File: src/rtl/vector_arbiter_if.sv
`default_nettype none
// ============================================================================
// Module   : vector_arbiter_if
// Brief    : Consumer request/grant and shared vector buffer bundle for
//            vector_arbiter.
// Revision : 1.0
// ============================================================================
interface vector_arbiter_if;
    logic [1:0] req;
    logic       buf_req;
    logic [7:0] buf_vector;
    logic       buf_valid;
    logic [1:0] gnt;
    logic [7:0] vec_out;
    logic [1:0] done;
    logic       err;

    // Arbiter side
    modport master (
        input  req,
        input  buf_vector,
        input  buf_valid,
        output buf_req,
        output gnt,
        output vec_out,
        output done,
        output err
    );

    // Consumer / buffer side
    modport slave (
        output req,
        output buf_vector,
        output buf_valid,
        input  buf_req,
        input  gnt,
        input  vec_out,
        input  done,
        input  err
    );
endinterface
`default_nettype wire

File: src/rtl/vector_arbiter.sv
`default_nettype none
// ============================================================================
// Module   : vector_arbiter
// Brief    : Round-robin arbiter giving two consumers access to a shared
//            vector buffer. Optional REQ-state abort via VECTOR_ARB_TIMEOUT_EN.
// Revision : 1.0
// ============================================================================
module vector_arbiter #(
    parameter int TIMEOUT = 64
) (
    input wire logic         clk,
    input wire logic         reset,
    vector_arbiter_if.master bus
);

    typedef enum logic [1:0] {
        S_IDLE    = 2'd0,
        S_REQ     = 2'd1,
        S_DELIVER = 2'd2
    } state_t;

    state_t     r_state;
    logic [1:0] r_gnt;
    logic       r_buf_req;
    logic [7:0] r_vec_out;
    logic [1:0] r_done;
    logic       r_last;
    logic [1:0] w_pick;

`ifdef VECTOR_ARB_TIMEOUT_EN
    localparam logic [7:0] c_timeout = 8'(TIMEOUT);
    logic [7:0] r_cnt;
    logic [7:0] w_cnt_next;
    logic       r_err;

    assign w_cnt_next = r_cnt + 8'd1;
    assign bus.err    = r_err;
`else
    assign bus.err    = 1'b0;
`endif

    // r_last holds the index of the consumer granted most recently
    always_comb begin
        w_pick = 2'b00;
        case (bus.req)
            2'b01:   w_pick = 2'b01;
            2'b10:   w_pick = 2'b10;
            2'b11:   w_pick = r_last ? 2'b01 : 2'b10;
            default: w_pick = 2'b00;
        endcase
    end

    always_ff @(posedge clk or negedge reset) begin
        if (!reset) begin
            r_state   <= S_IDLE;
            r_gnt     <= 2'b00;
            r_buf_req <= 1'b0;
            r_vec_out <= 8'h00;
            r_done    <= 2'b00;
            r_last    <= 1'b1;
`ifdef VECTOR_ARB_TIMEOUT_EN
            r_cnt     <= 8'd0;
            r_err     <= 1'b0;
`endif
        end else begin
            r_done <= 2'b00;
`ifdef VECTOR_ARB_TIMEOUT_EN
            r_err  <= 1'b0;
`endif
            case (r_state)
                S_IDLE: begin
                    if (bus.req != 2'b00) begin
                        r_gnt     <= w_pick;
                        r_last    <= w_pick[1];
                        r_buf_req <= 1'b1;
                        r_state   <= S_REQ;
`ifdef VECTOR_ARB_TIMEOUT_EN
                        r_cnt     <= 8'd0;
`endif
                    end
                end
                S_REQ: begin
                    if (bus.buf_valid) begin
                        r_vec_out <= bus.buf_vector;
                        r_done    <= r_gnt;
                        r_buf_req <= 1'b0;
                        r_state   <= S_DELIVER;
                    end
`ifdef VECTOR_ARB_TIMEOUT_EN
                    // Abort on the edge the in-REQ cycle count would hit TIMEOUT
                    else if (w_cnt_next == c_timeout) begin
                        r_buf_req <= 1'b0;
                        r_gnt     <= 2'b00;
                        r_err     <= 1'b1;
                        r_state   <= S_IDLE;
                    end else begin
                        r_cnt     <= w_cnt_next;
                    end
`endif
                end
                S_DELIVER: begin
                    r_gnt   <= 2'b00;
                    r_state <= S_IDLE;
                end
                default: begin
                    r_gnt     <= 2'b00;
                    r_buf_req <= 1'b0;
                    r_state   <= S_IDLE;
                end
            endcase
        end
    end

    assign bus.gnt     = r_gnt;
    assign bus.buf_req = r_buf_req;
    assign bus.vec_out = r_vec_out;
    assign bus.done    = r_done;

endmodule
`default_nettype wire

File: src/flat_wrapper.sv
// flat-port wrapper written by rule: the top's interface ports become plain ports
module vector_arbiter_flat 
#(
    parameter int TIMEOUT = 64
)
  (clk, reset, bus_req, bus_buf_vector, bus_buf_valid, bus_buf_req, bus_gnt, bus_vec_out, bus_done, bus_err);
  vector_arbiter_if bus_i ();
  input wire logic clk;
  input wire logic reset;
  input wire logic [$bits(bus_i.req)-1:0] bus_req;
  input wire logic [$bits(bus_i.buf_vector)-1:0] bus_buf_vector;
  input wire logic [$bits(bus_i.buf_valid)-1:0] bus_buf_valid;
  output wire logic [$bits(bus_i.buf_req)-1:0] bus_buf_req;
  output wire logic [$bits(bus_i.gnt)-1:0] bus_gnt;
  output wire logic [$bits(bus_i.vec_out)-1:0] bus_vec_out;
  output wire logic [$bits(bus_i.done)-1:0] bus_done;
  output wire logic [$bits(bus_i.err)-1:0] bus_err;
  assign bus_i.req = bus_req;
  assign bus_i.buf_vector = bus_buf_vector;
  assign bus_i.buf_valid = bus_buf_valid;
  assign bus_buf_req = bus_i.buf_req;
  assign bus_gnt = bus_i.gnt;
  assign bus_vec_out = bus_i.vec_out;
  assign bus_done = bus_i.done;
  assign bus_err = bus_i.err;
  vector_arbiter #(.TIMEOUT(TIMEOUT)) u_core (.clk(clk), .reset(reset), .bus(bus_i));
endmodule
File: config.mk
export PLATFORM = sky130hd
export DESIGN_NAME = vector_arbiter_flat
export DESIGN_NICKNAME = d
export VERILOG_FILES = /design/src/rtl/vector_arbiter_if.sv /design/src/rtl/vector_arbiter.sv /design/src/flat_wrapper.sv
export SDC_FILE = /design/constraint.sdc
export NUM_CORES = 1
export LEC_CHECK = 0
export BUFFER_PORTS_ARGS = -buffer_cell sky130_fd_sc_hd__clkbuf_2
export CORE_UTILIZATION = 40
export DETAILED_ROUTE_END_ITERATION = 8
export PLACE_DENSITY = 0.71
export SYNTH_ARGS = -nofsm -noshare
export SYNTH_HDL_FRONTEND = slang
export SYNTH_SLANG_ARGS = --single-unit
File: constraint.sdc
create_clock -name clk -period 1.2 [get_ports clk]
set_clock_uncertainty 0.15 [all_clocks]
set_input_delay 0.24 -clock clk [delete_from_list [all_inputs] [get_ports clk]]
set_output_delay 0.24 -clock clk [all_outputs]
set_load 0.005 [all_outputs]
---- After elaboration in Yosys (flattened, before gate mapping) ----
Index checks and enable logic that the tools add are counted.
operators by class
  eq/ne operators ......................... 7
  multiplexer cells ....................... 12
  bitwise gates (word level) .............. 2
  reduce and logical (&&, ||, !) cells .... 7
operators with widths
  kind                  count
  $mux W2               6
  $pmux W2 S2           2
  $reduce_and A2 Y1     4
  $eq A2 B2 Y1 const B  3
  $pmux W2 S3           1
  $eq A2 B1 Y1 const B  2
  $pmux W1 S3           1
  $reduce_and A3 Y1     1
  $logic_not A2 Y1      1
  $mux W1               2
  $ne A2 B1 Y1 const B  1
  $ne A2 B2 Y1 const B  1
  $not A1 Y1            2
  $reduce_bool A2 Y1    1
word-level totals
  flip-flop bits (word level) ............. 16
  output and inout port bits .............. 14
  word-level logic and storage cells ...... 34

---- Longest topological paths before layout ----
  depth after elaboration ................. 4
  mapped depth ............................ 4

---- Worst setup path before layout ----
Ideal clock, no wire load.
  path kind ............................... register to register
  start ................................... register u_core.r_state[1]
  end ..................................... register u_core.r_vec_out[2], in the netlist u_core.bus.vec_out[2]
  arrival ................................. 1,028 ps
  data required time ...................... 925 ps
  path slack .............................. -103 ps
  cell stages (with the launch flop) ...... 4
  buffers on the path ..................... 1
  clock period less this slack ............ 1,303 ps
  cells stage by stage .................... dfrtp_1 clkbuf_2 nor2_8 mux2_2
between the ends
  longest elaborated chain between the ends .. 2
RTL lines
  element                             RTL line              text
  start, declared                     vector_arbiter.sv:22  state_t r_state;
  start signal, assigned              vector_arbiter.sv:55  r_state <= S_IDLE;
  start signal, assigned              vector_arbiter.sv:76  r_state <= S_REQ;
  start signal, assigned              vector_arbiter.sv:87  r_state <= S_DELIVER;
  $eq A2 B1 Y1                        vector_arbiter.sv:70  case (r_state)
  $reduce_and A2 Y1 (no source line)  n/a
  end signal, assigned                vector_arbiter.sv:84  r_vec_out <= bus.buf_vector;
  end, declared                       vector_arbiter.sv:25  logic [7:0] r_vec_out;
Every way passes these cells.
A chain may end at the register's enable or synchronous reset.

---- Final worst setup path ----
  start ................................... register u_core.r_state[0]
  end ..................................... register u_core.r_vec_out[7], in the netlist u_core.bus.vec_out[7]
The elaborated chain is that of the path after synthesis.

==> results.toml <==
[outcome]
run_status = "finished, violations left"
violations = "setup timing"

[critical_path]
r2r_start = "u_core.r_state[0]"
crit_path_top_delay_cell = "dfrtp_1"
critPathLaunchType = "flip-flop"
r2r_end = "u_core.bus.vec_out[7]"
reg2regPathDepth = 3
cp.arrival_ps = 1300
regToRegSetupSlack_ps = -60
path_class = "flip-flop to flip-flop"
endpoint = "u_core.bus.vec_out[7]"
cp_max_fo = 4
crit_path_start = "u_core.r_state[0]"
slowest_delay_ps = 410
crit_path_cell_trace = "nand2_4 -> nor2_4 -> mux2_2"
cp.required_ps = 1240
setup.worst_path.end_class = "flip-flop"

[finish]
syn2layout_area_growth_pct = 49.22
diodes = 0
layout-drive-gt1-share = 0.6092
fin_nets = 101

[grt]
grt_max_degree = 17
grt_pass1_wl_um = 2076
grt_use_total = 0.1613
grt_overflow_total = 0
grt_pass1_vias = 469
antenna_found_initial = 0

[yosys]
synth_cells = 49
syn-num-nets = 62
ys_seq_elements = 16
yosys.area.top_type_share = 0.5837
yosysTopAreaCell = "dfrtp_1"
syn-cell-area_sq_um = 643.1
ys_warn_count = 0
synth_cell_type_count = 22
postSynthAreaPerCell_sq_um = 13.12
yosysSeqAreaShare = 0.6245
synthTopCellsByArea = "dfrtp_1 (58%), mux2_2 (11%), dfstp_2 (4.1%)"

[clock_network]
clkLatencyLatePin_ps = 300
cts_tree = "built"
h-tree-depth = 1
clk_pin_slew_ps = 90
cts_root_buf = "clkbuf_4"
ctsLongestPathBuffers = 2
cts.sinks = 16
cts_made_buffers = 3

[floorplanning]
fp.dieH_um = 42.10
die_x_um = 42.10
ios = 27
dieArea_sq_um = 1772
rows = 14
start_util = 0.4269
coreArea_sq_um = 1506

[detailed_routing]
drt_wl_total_um = 1310
detail-route-antenna-nets = 0
drt_iter0_markers = 4
vias = 499
routedWlPerCell_um = 12.72
viasPerCell = 4.845
drc = 0
dr.pass1.iters = 4

[sta]
fmax_mhz = 792.6
timing.final.crit_share = 1.051
timing.setup.tns_ps = -464.9
rsz0062_at_grt = "yes"
finalHoldViolations = 0
min_period_ps = 1262
report.final.setup_viol = 12
finalWorstSetupSlack_ps = -61.60
slew_viol_final = 0

[placement]
post-place-ws_ps = -91.07
detailedPlacementHpwl_um = 872
port_buffers = 25
gp_congestion = 0.8351

[power]
vdd_ir_drop_max_v = 0.0009906
p_leak_nw = 0.4938
power_density_nw_per_um2 = 2224
finalPower_w = 0.002134

[worst_hold_path]
worstHoldPathType = "input pin to flip-flop"

[flow_run]
drv_cap = 0
## worst max-delay path: cells and delay by family (launching register included)
| family | cells | cell delay [ps] |
|---|---|---|
| and+or+nand+nor | 2 | 240 |
| DFF | 1 | 410 |
| muxes | 1 | 340 |
## cell families after synthesis
logic type | synth area share
buffers and inverters | 0.03113
other | 0.005831
AOI/OAI and AO/OA | 0.09146
and+or+nand+nor | 0.1070
muxes | 0.1401
DFF | 0.6245
## area by class of cell
| cell class | count | area, sq um |
|---|---|---|
| Tap cell | 16 | 20.02 |
| Clock buffer | 4 | 36.28 |
| Timing Repair Buffer | 35 | 209.0 |
| Multi-Input combinational cell | 30 | 284.0 |
| Inverter | 2 | 7.507 |
| Sequential cell | 16 | 402.9 |
| Fill cell | 113 | 546.8 |
## how the worst min path moves through the flow
stage | from | end | slack (ps) | cells after the start
floorplan | reset | u_core.bus.buf_req | -210 | 0
global placement | reset | u_core.bus.done[1] | 30 | 1
detailed placement | reset | u_core.r_state[0] | 30 | 1
CTS | bus_buf_vector[1] | u_core.bus.vec_out[1] | 5 | 2
global route | bus_buf_vector[3] | u_core.bus.vec_out[3] | 7 | 2
finish | bus_buf_vector[0] | u_core.bus.vec_out[0] | 10 | 2
## where the power goes
group / total [W] / internal (W) / leakage (nW) / switching [W]
sequential: 0.000917 / 0.000776 / 0.191 / 0.000141
clock: 0.000363 / 0.000185 / 0.0210 / 0.000178
combinational: 0.000854 / 0.000522 / 0.282 / 0.000332
total: 0.00213 / 0.00148 / 0.494 / 0.000651
## routing by layer
layer,share of wire,track usage,vias up
met4,0.019,0.07500,0
li1,-,-,244
met1,0.40,0.1803,237
met5,0,0,-
met2,0.54,0.2781,15
met3,0.039,0.05172,3
## cells in the final DEF, fill, tap and decap left out, types with 2 or more instances in the layout
cell type / instances
a21oi_2: 2
o21ai_0: 2
clkbuf_2: 25
dfrtp_1: 14
clkbuf_4: 3
mux2_4: 5
mux2_1: 2
dlygate4sd3_1: 2
nand2_1: 2
nor2_1: 2
nor2_4: 2
inv_1: 2
buf_4: 7
## state kept, by name, indices dropped and copies added, names as in the netlist
signal              count
u_core.r_state          2
u_core.bus.vec_out      8
u_core.bus.buf_req      1
u_core.bus.gnt          2
u_core.r_last           1
u_core.bus.done         2
## repair_timing
action,in CTS,in global routing
gates cloned,1,0
setup buffers,1,2
setup endpoints to repair,15,25
hold endpoints to repair,15,1
hold buffers,1,1
pin swaps,4,3
resized for setup,10,4
## through the flow
stage / cells / utilization / hold WS, ps / instance area (sq um)
floorplan: 49 / - / -205.6 / 645.6
global placement: 93 / 0.5399 / 28.42 / 813.3
detailed placement: 93 / 0.5399 / 31.83 / 813.3
CTS: 100 / 0.6096 / 5.231 / 918.4
global route: 103 / 0.6370 / 6.848 / 959.7
finish: 103 / 0.6370 / 10.99 / 959.7
## cell usage after synthesis
master,number
dfrtp_1,15
mux2_2,6
nor2_1,3
a21oi_1,2
inv_1,2
mux2_1,2
nand2_1,2
nand2b_1,2
o21ai_0,2
a21o_1,1
a2bb2oi_1,1
a31oi_1,1
a32oi_1,1
and2_1,1
buf_4,1
clkbuf_2,1
conb_1,1
dfstp_2,1
nand2_2,1
nor2_8,1
nor3_1,1
o31ai_1,1
(Power assumes the default switching activity.)
